### config.mk
export PLATFORM = sky130hd
export DESIGN_NAME = midi_uart_tx_flat
export DESIGN_NICKNAME = d
export VERILOG_FILES = /design/src/rtl/midi_pkg.sv /design/src/rtl/midi_uart_tx_if.sv /design/src/rtl/sync_byte_fifo.sv /design/src/rtl/midi_uart_tx.sv /design/src/flat_wrapper.sv
export SDC_FILE = /design/constraint.sdc
export NUM_CORES = 1
export LEC_CHECK = 0
export BUFFER_PORTS_ARGS = -buffer_cell sky130_fd_sc_hd__buf_2
export CAP_MARGIN = 25
export CORE_AREA = 3 3 125 127
export CTS_CLUSTER_DIAMETER = 50
export DETAILED_ROUTE_END_ITERATION = 10
export DIE_AREA = 0 0 128 130
export MAX_ROUTING_LAYER = met4
export PLACE_DENSITY = 0.77
export REMOVE_ABC_BUFFERS = 1
export SYNTH_ARGS = -nofsm -noshare
export SYNTH_HDL_FRONTEND = slang
export SYNTH_SLANG_ARGS = --single-unit
### constraint.sdc
create_clock -name CLOCK_50 -period 10.1 [get_ports CLOCK_50]
set_clock_uncertainty 0.15 [all_clocks]
set_input_delay 1.515 -clock CLOCK_50 [delete_from_list [all_inputs] [get_ports CLOCK_50]]
set_output_delay 1.515 -clock CLOCK_50 [all_outputs]
set_load 0.1 [all_outputs]
### src/rtl/midi_pkg.sv
// Shared constants, serializer state type and byte-class helpers for the MIDI transmit path.
package midi_pkg;

   localparam logic [7:0] MIDI_CH_STATUS_MIN = 8'h80;
   localparam logic [7:0] MIDI_CH_STATUS_MAX = 8'hEF;
   localparam logic [7:0] MIDI_SYSCOM_MAX    = 8'hF7;
   localparam int         MIDI_BAUD          = 31250;

   typedef enum logic [2:0] {
      ST_IDLE,
      ST_CHECK,
      ST_START,
      ST_DATA,
      ST_STOP
   } tx_state_t;

   function automatic logic is_ch_status(input logic [7:0] b);
      return (b >= MIDI_CH_STATUS_MIN) && (b <= MIDI_CH_STATUS_MAX);
   endfunction

   // System common / SysEx bytes cancel any running status held by the receiver.
   function automatic logic is_sys_common(input logic [7:0] b);
      return (b > MIDI_CH_STATUS_MAX) && (b <= MIDI_SYSCOM_MAX);
   endfunction

endpackage

### src/rtl/midi_uart_tx_if.sv
// Byte-queue and serial-line signals of the MIDI transmitter; master drives bytes, slave is the UART.
interface midi_uart_tx_if #(
   parameter int FIFO_DEPTH = 16
);
   localparam int LW = $clog2(FIFO_DEPTH) + 1;

   logic [7:0]    tx_data;
   logic          tx_write;
   logic          running_status_en;
   logic          tx_full;
   logic          tx_idle;
   logic [LW-1:0] fifo_level;
   logic          overflow;
   logic          txd;

   modport master (
      output tx_data, tx_write, running_status_en,
      input  tx_full, tx_idle, fifo_level, overflow, txd
   );

   modport slave (
      input  tx_data, tx_write, running_status_en,
      output tx_full, tx_idle, fifo_level, overflow, txd
   );
endinterface

### src/rtl/sync_byte_fifo.sv
// Byte FIFO with synchronous reset; DEPTH must be a power of two so pointers wrap naturally.
module sync_byte_fifo #(
   parameter int DEPTH = 16,
   localparam int AW = $clog2(DEPTH),
   localparam int LW = AW + 1
) (
   input  logic          i_clk,
   input  logic          i_rst,
   input  logic          i_write,
   input  logic [7:0]    i_data,
   input  logic          i_pop,
   output logic [7:0]    o_data,
   output logic          o_full,
   output logic          o_empty,
   output logic [LW-1:0] o_level
);
   logic [7:0]    r_mem [DEPTH];
   logic [AW-1:0] r_wptr;
   logic [AW-1:0] r_rptr;
   logic [LW-1:0] r_level;
   logic          w_wr;
   logic          w_rd;

   // Full is judged on the registered level, so a same-cycle pop never admits a write.
   assign o_full  = (r_level == LW'(DEPTH));
   assign o_empty = (r_level == '0);
   assign o_level = r_level;
   assign o_data  = r_mem[r_rptr];
   assign w_wr    = i_write && !o_full;
   assign w_rd    = i_pop && !o_empty;

   always_ff @(posedge i_clk) begin
      if (i_rst) begin
         r_wptr  <= '0;
         r_rptr  <= '0;
         r_level <= '0;
      end else begin
         if (w_wr) r_wptr <= r_wptr + AW'(1);
         if (w_rd) r_rptr <= r_rptr + AW'(1);
         case ({w_wr, w_rd})
            2'b10:   r_level <= r_level + LW'(1);
            2'b01:   r_level <= r_level - LW'(1);
            default: r_level <= r_level;
         endcase
      end
   end

   always_ff @(posedge i_clk) begin
      if (w_wr) r_mem[r_wptr] <= i_data;
   end
endmodule

### src/rtl/midi_uart_tx.sv
// MIDI 8N1 transmitter: FIFO-buffered bytes, optional running-status suppression, registered true-polarity txd.
module midi_uart_tx
   import midi_pkg::*;
#(
   parameter int CLK_RATE   = 50000000,
   parameter int BAUD       = MIDI_BAUD,
   parameter int FIFO_DEPTH = 16
) (
   input  logic           CLOCK_50,
   input  logic           reset,
   midi_uart_tx_if.slave  bus
);
   localparam int BIT_CYC = CLK_RATE / BAUD;
   localparam int CW      = (BIT_CYC > 1) ? $clog2(BIT_CYC) : 1;
   localparam int LW      = $clog2(FIFO_DEPTH) + 1;

   tx_state_t     r_state;
   tx_state_t     w_state_nxt;
   logic [CW-1:0] r_baud;
   logic [CW-1:0] w_baud_nxt;
   logic [2:0]    r_bit;
   logic [2:0]    w_bit_nxt;
   logic [7:0]    r_shift;
   logic [7:0]    r_last;
   logic [7:0]    w_last_nxt;
   logic          r_txd;
   logic          r_ovf;
   logic          w_pop;
   logic          w_bit_end;
   logic [7:0]    w_fifo_data;
   logic          w_full;
   logic          w_empty;
   logic [LW-1:0] w_level;

   sync_byte_fifo #(.DEPTH(FIFO_DEPTH)) u_fifo (
      .i_clk   (CLOCK_50),
      .i_rst   (reset),
      .i_write (bus.tx_write),
      .i_data  (bus.tx_data),
      .i_pop   (w_pop),
      .o_data  (w_fifo_data),
      .o_full  (w_full),
      .o_empty (w_empty),
      .o_level (w_level)
   );

   assign w_bit_end      = (r_baud == CW'(BIT_CYC - 1));
   assign bus.tx_full    = w_full;
   assign bus.tx_idle    = w_empty && (r_state == ST_IDLE);
   assign bus.fifo_level = w_level;
   assign bus.overflow   = r_ovf;
   assign bus.txd        = r_txd;

   always_comb begin
      w_state_nxt = r_state;
      w_baud_nxt  = r_baud;
      w_bit_nxt   = r_bit;
      w_last_nxt  = r_last;
      w_pop       = 1'b0;
      case (r_state)
         ST_IDLE: begin
            if (!w_empty) begin
               w_pop       = 1'b1;
               w_state_nxt = ST_CHECK;
            end
         end
         ST_CHECK: begin
            w_baud_nxt  = '0;
            w_bit_nxt   = '0;
            w_state_nxt = ST_START;
            if (is_ch_status(r_shift)) begin
               if (bus.running_status_en && (r_shift == r_last)) w_state_nxt = ST_IDLE;
               else w_last_nxt = r_shift;
            end else if (is_sys_common(r_shift)) begin
               w_last_nxt = '0;
            end
         end
         ST_START: begin
            w_baud_nxt = w_bit_end ? '0 : r_baud + CW'(1);
            if (w_bit_end) w_state_nxt = ST_DATA;
         end
         ST_DATA: begin
            w_baud_nxt = w_bit_end ? '0 : r_baud + CW'(1);
            if (w_bit_end) begin
               w_bit_nxt = r_bit + 3'd1;
               if (r_bit == 3'd7) w_state_nxt = ST_STOP;
            end
         end
         ST_STOP: begin
            w_baud_nxt = w_bit_end ? '0 : r_baud + CW'(1);
            if (w_bit_end) w_state_nxt = ST_IDLE;
         end
         default: w_state_nxt = ST_IDLE;
      endcase
   end

   always_ff @(posedge CLOCK_50) begin
      if (reset) begin
         r_state <= ST_IDLE;
         r_baud  <= '0;
         r_bit   <= '0;
         r_last  <= '0;
      end else begin
         r_state <= w_state_nxt;
         r_baud  <= w_baud_nxt;
         r_bit   <= w_bit_nxt;
         r_last  <= w_last_nxt;
      end
   end

   // txd follows the current state one cycle later, giving the 2-cycle mark gap between frames.
   always_ff @(posedge CLOCK_50) begin
      if (reset) begin
         r_txd <= 1'b1;
         r_ovf <= 1'b0;
      end else begin
         r_ovf <= r_ovf | (bus.tx_write & w_full);
         case (r_state)
            ST_START: r_txd <= 1'b0;
            ST_DATA:  r_txd <= r_shift[r_bit];
            default:  r_txd <= 1'b1;
         endcase
      end
   end

   always_ff @(posedge CLOCK_50) begin
      if (w_pop) r_shift <= w_fifo_data;
   end
endmodule

### src/flat_wrapper.sv
// flat-port wrapper written by rule: the top's interface ports become plain ports
module midi_uart_tx_flat import midi_pkg::*;
#(
   parameter int CLK_RATE   = 50000000,
   parameter int BAUD       = MIDI_BAUD,
   parameter int FIFO_DEPTH = 16
)
  (CLOCK_50, reset, bus_tx_data, bus_tx_write, bus_running_status_en, bus_tx_full, bus_tx_idle, bus_fifo_level, bus_overflow, bus_txd);
  midi_uart_tx_if #(.FIFO_DEPTH(FIFO_DEPTH)) bus_i ();
  input  logic CLOCK_50;
  input  logic reset;
  input wire logic [$bits(bus_i.tx_data)-1:0] bus_tx_data;
  input wire logic [$bits(bus_i.tx_write)-1:0] bus_tx_write;
  input wire logic [$bits(bus_i.running_status_en)-1:0] bus_running_status_en;
  output wire logic [$bits(bus_i.tx_full)-1:0] bus_tx_full;
  output wire logic [$bits(bus_i.tx_idle)-1:0] bus_tx_idle;
  output wire logic [$bits(bus_i.fifo_level)-1:0] bus_fifo_level;
  output wire logic [$bits(bus_i.overflow)-1:0] bus_overflow;
  output wire logic [$bits(bus_i.txd)-1:0] bus_txd;
  assign bus_i.tx_data = bus_tx_data;
  assign bus_i.tx_write = bus_tx_write;
  assign bus_i.running_status_en = bus_running_status_en;
  assign bus_tx_full = bus_i.tx_full;
  assign bus_tx_idle = bus_i.tx_idle;
  assign bus_fifo_level = bus_i.fifo_level;
  assign bus_overflow = bus_i.overflow;
  assign bus_txd = bus_i.txd;
  midi_uart_tx #(.CLK_RATE(CLK_RATE), .BAUD(BAUD), .FIFO_DEPTH(FIFO_DEPTH)) u_core (.CLOCK_50(CLOCK_50), .reset(reset), .bus(bus_i));
endmodule
==> reports/metrics.yaml <==
placement:
  place_hpwl_um: 8640
  place.port_buffers: 20
  numPlacedInstances: 646
  gp_congestion: 0.793
  post_dp_cell_area_um2: 7590
floorplan:
  ioPinCount: 21
  floorplan.core_area_um2: 14500
  die_area_um2: 16600
  initial_utilization_pct: 50.3
  dieWidth_um: 128
  die-height_um: 130
  rows: 44
logic_synthesis:
  async_reset_ff_share_pct: 0
  yosys_register_bits: 176
  ys_top_cells_by_area: "sky130_fd_sc_hd__edfxtp_1 56%, sky130_fd_sc_hd__mux4_2 13%, sky130_fd_sc_hd__dfxtp_1 11%"
  synthesized_netlist_cell_count: 459
  ys_warn_count: 0
  syn_area_per_cell_um2: 15.9
  synth-main-ff-cell: "sky130_fd_sc_hd__edfxtp_1"
  synth_enable_flop_cells: 136
  yosys.cell_types.count: 52
  dominant_cell_type_by_area_after_synthesis: "sky130_fd_sc_hd__edfxtp_1"
  synthDominantCellAreaShare_pct: 55.9
  synth-seq-area-share_pct: 66.8
  synth.cell_area_um2: 7310
sta:
  post-route-period-util_pct: 42.4
  setup_viol: 0
  count_of_final_max_slew_check_failures: 0
  max_freq_mhz: 234
  tightestPinTransition_ns: 0.997
  setup-tns-final_ns: 0
  slew_headroom_pct: 32.9
  grt_setup_unrepaired: "no"
  final-hold-violation-count: 0
  final_period_minus_worst_setup_slack_ns: 4.28
power:
  totalPowerFinal_mw: 2.08
  part_of_the_total_power_dissipated_in_the_clock_network_pct: 32.4
  p_leak_nw: 2.68
  sequentialPowerShare_pct: 43.7
  power_per_cell_area_nw_per_um2: 252
  maximum_vdd_drop_uv: 220
  power.net_switching_uw: 632
  power.share.switching_pct: 30.4
  power_frac_comb_pct: 23.9
  p_int_mw: 1.44
global_route:
  grt-ovfl-total: 0
  grt_start_max_net_pins: 36
  wire_length_of_the_first_global_routing_pass_um: 21600
  grt_antenna_before_repair: 0
  grt_usage_pct: 18.1
  first_global_vias: 4033
detailed_routing:
  vias_per_cell: 5.94
  route.final.wire_length_um: 13700
  detailedRoute.firstPassIterationCount: 5
  iter_0_drt_violations: 395
  wl_per_cell_um: 20.1
  antenna_violating_nets_post_route: 0
  dr_total_vias: 4042
  route.detailed.drc: 0
clock_network:
  ctsHoldBuffers: 0
  ctsResizeCount: 0
  clkSlewWorstSetupHoldPaths_ns: 0.06
  clock_path_buffers: 2
  cts.sinks: 176
  post-cts-setup-buffer-count: 0
  h-tree-depth: 4
  cts_tree: "done"
  worstSkewPairLatency_ns: 0.42
  cts.root.buffer_cell: "sky130_fd_sc_hd__clkbuf_16"
  cts_buffers: 17
cells_and_area:
  final_net_count: 507
  final_cell_area_um2: 8220
  diodes: 0
  finalNonFillerCells: 680
  drive_gt1_share_pct: 22.6
  flow.area_growth_from_synthesis_pct: 12.5
critical_path:
  worst_path_largest_cell_delay_ns: 0.85
  path_max_fanout: 11
  timing.critical_path.max_delay_family: "simple AND/OR/NAND/NOR gates"
  crit_path_end_kind: "output pin"
  critical-path-slowest-cell: "sky130_fd_sc_hd__nor4_1"
  critical_path.startpoint_type: "register"
  crit_path_cell_trace: "nor4_1 > nand2_1 > nor3_1 > buf_2"
  worst-setup-path-type: "reg -> out"
  arrival_ns: 2.62
  required_time_of_the_worst_setup_path_ns: 8.44
  cp_num_buf_inv: 1
job:
  maxCapViolations: 0
min_path:
  min-delay-path-class: "reg -> reg"
status:
  run_status: "complete, no violations"
## layout by cell type (no fill, tap or decap), types with 8 or more instances in the layout
cell | Yosys | routed
sky130_fd_sc_hd__edfxtp_1 | 136 | 136
sky130_fd_sc_hd__clkbuf_16 | 0 | 17
sky130_fd_sc_hd__a31oi_1 | 8 | 8
sky130_fd_sc_hd__nor2_1 | 41 | 41
sky130_fd_sc_hd__a22o_1 | 9 | 9
sky130_fd_sc_hd__a21oi_1 | 11 | 11
sky130_fd_sc_hd__xnor2_1 | 11 | 11
sky130_fd_sc_hd__dfxtp_1 | 40 | 39
sky130_fd_sc_hd__ha_1 | 11 | 11
sky130_fd_sc_hd__buf_2 | 4 | 20
sky130_fd_sc_hd__nor3_1 | 9 | 9
sky130_fd_sc_hd__nand2_1 | 23 | 23
sky130_fd_sc_hd__xor2_1 | 10 | 10
sky130_fd_sc_hd__nand3_1 | 10 | 10
sky130_fd_sc_hd__mux4_2 | 42 | 42
sky130_fd_sc_hd__o21ai_0 | 8 | 8
sky130_fd_sc_hd__nand4_1 | 8 | 8
## state kept, by name, summed over array words and instances, names as in the netlist
name                   flops
u_core.bus.overflow        1
u_core.bus.txd             1
u_core.r_baud             11
u_core.r_bit               3
u_core.r_last              8
u_core.r_shift             8
u_core.r_state             3
u_core.u_fifo.o_level      5
u_core.u_fifo.r_mem      128
u_core.u_fifo.r_rptr       4
u_core.u_fifo.r_wptr       4
## worst paths after layout
| path | start | cells past startpoint | slack [ns] | endpoint |
|---|---|---|---|---|
| worst max-delay path | u_core.u_fifo.o_level[2] | 4 | 5.82 | bus_tx_idle |
| worst min-delay path | u_core.r_baud[10] | 1 | 0.33 | u_core.r_baud[10] |
| worst min register to register | u_core.r_baud[10] | 1 | 0.33 | u_core.r_baud[10] |
| worst max register to register | u_core.u_fifo.o_level[2] | 10 | 6.49 | u_core.u_fifo.o_level[4] |
## synthesized netlist by cell type, types with 2 or more instances
master                       n
sky130_fd_sc_hd__edfxtp_1  136
sky130_fd_sc_hd__mux4_2     42
sky130_fd_sc_hd__nor2_1     41
sky130_fd_sc_hd__dfxtp_1    40
sky130_fd_sc_hd__nand2_1    23
sky130_fd_sc_hd__clkbuf_1   14
sky130_fd_sc_hd__a21oi_1    11
sky130_fd_sc_hd__ha_1       11
sky130_fd_sc_hd__xnor2_1    11
sky130_fd_sc_hd__nand3_1    10
sky130_fd_sc_hd__xor2_1     10
sky130_fd_sc_hd__a22o_1      9
sky130_fd_sc_hd__nor3_1      9
sky130_fd_sc_hd__a31oi_1     8
sky130_fd_sc_hd__nand4_1     8
sky130_fd_sc_hd__o21ai_0     8
sky130_fd_sc_hd__inv_1       7
sky130_fd_sc_hd__nor2b_1     5
sky130_fd_sc_hd__buf_1       4
sky130_fd_sc_hd__buf_2       4
sky130_fd_sc_hd__nor4_1      4
sky130_fd_sc_hd__a21o_1      3
sky130_fd_sc_hd__and2_1      3
sky130_fd_sc_hd__mux2i_1     3
sky130_fd_sc_hd__nand2b_1    3
sky130_fd_sc_hd__or2_2       3
sky130_fd_sc_hd__a32oi_1     2
sky130_fd_sc_hd__nand3b_1    2
sky130_fd_sc_hd__or3_1       2
## worst reg2reg max path, delay by kind of cell, from the launching register on
family | cells | cell delay (ns)
compound gates | 3 | 1.20
fa+ha+maj | 2 | 0.65
simple gates | 3 | 0.62
flops | 1 | 0.52
xor+xnor | 2 | 0.35
## layout make-up
class | instances | area (um^2)
fill | 1118 | 6310
clock inverter | 13 | 175
multi-input combinational | 253 | 2300
clock buffer | 18 | 429
tap | 184 | 230
timing repair buffer | 29 | 171
inverter | 7 | 26.3
sequential | 176 | 4890
## kinds of logic after synthesis
| family | after synthesis | share of synthesized area [%] |
|---|---|---|
| DFF | 176 | 66.8 |
| and+or+nand+nor | 122 | 8.37 |
| AOI/OAI and AO/OA | 53 | 5.24 |
| muxes | 46 | 13.5 |
| buffers and inverters | 30 | 1.63 |
| xor gates and xnor gates | 21 | 2.52 |
| adders and majority gates | 11 | 1.88 |
## stage by stage
step | util, % | setup slack (ns) | hold slack, ns
after global placement | 52.0 | 6.32 | 0.299
after floorplan | - | 4.68 | 0.283
final | 56.6 | 5.82 | 0.326
after detailed placement | 52.2 | 6.19 | 0.322
after global routing | 56.6 | 5.65 | 0.357
after CTS | 56.4 | 5.82 | 0.338
## power by group through the flow
stage	clock network [mW]	registers [mW]	logic (mW)
CTS	0.684	0.906	0.500
global placement	0	0.916	0.480
detailed placement	0	0.921	0.496
finish	0.673	0.907	0.496
global route	0.711	0.915	0.534
floorplan	0	0.985	0.312
## layer usage
| layer | track usage [%] | up-vias | wire (um) |
|---|---|---|---|
| met5 | - | - | 0 |
| met4 | 5.99 | 0 | 168 |
| met3 | 4.99 | 12 | 714 |
| met2 | 30.1 | 116 | 7080 |
| met1 | 21.6 | 2071 | 5730 |
| li1 | - | 1843 | - |
Power figures use the tool's default switching activity.
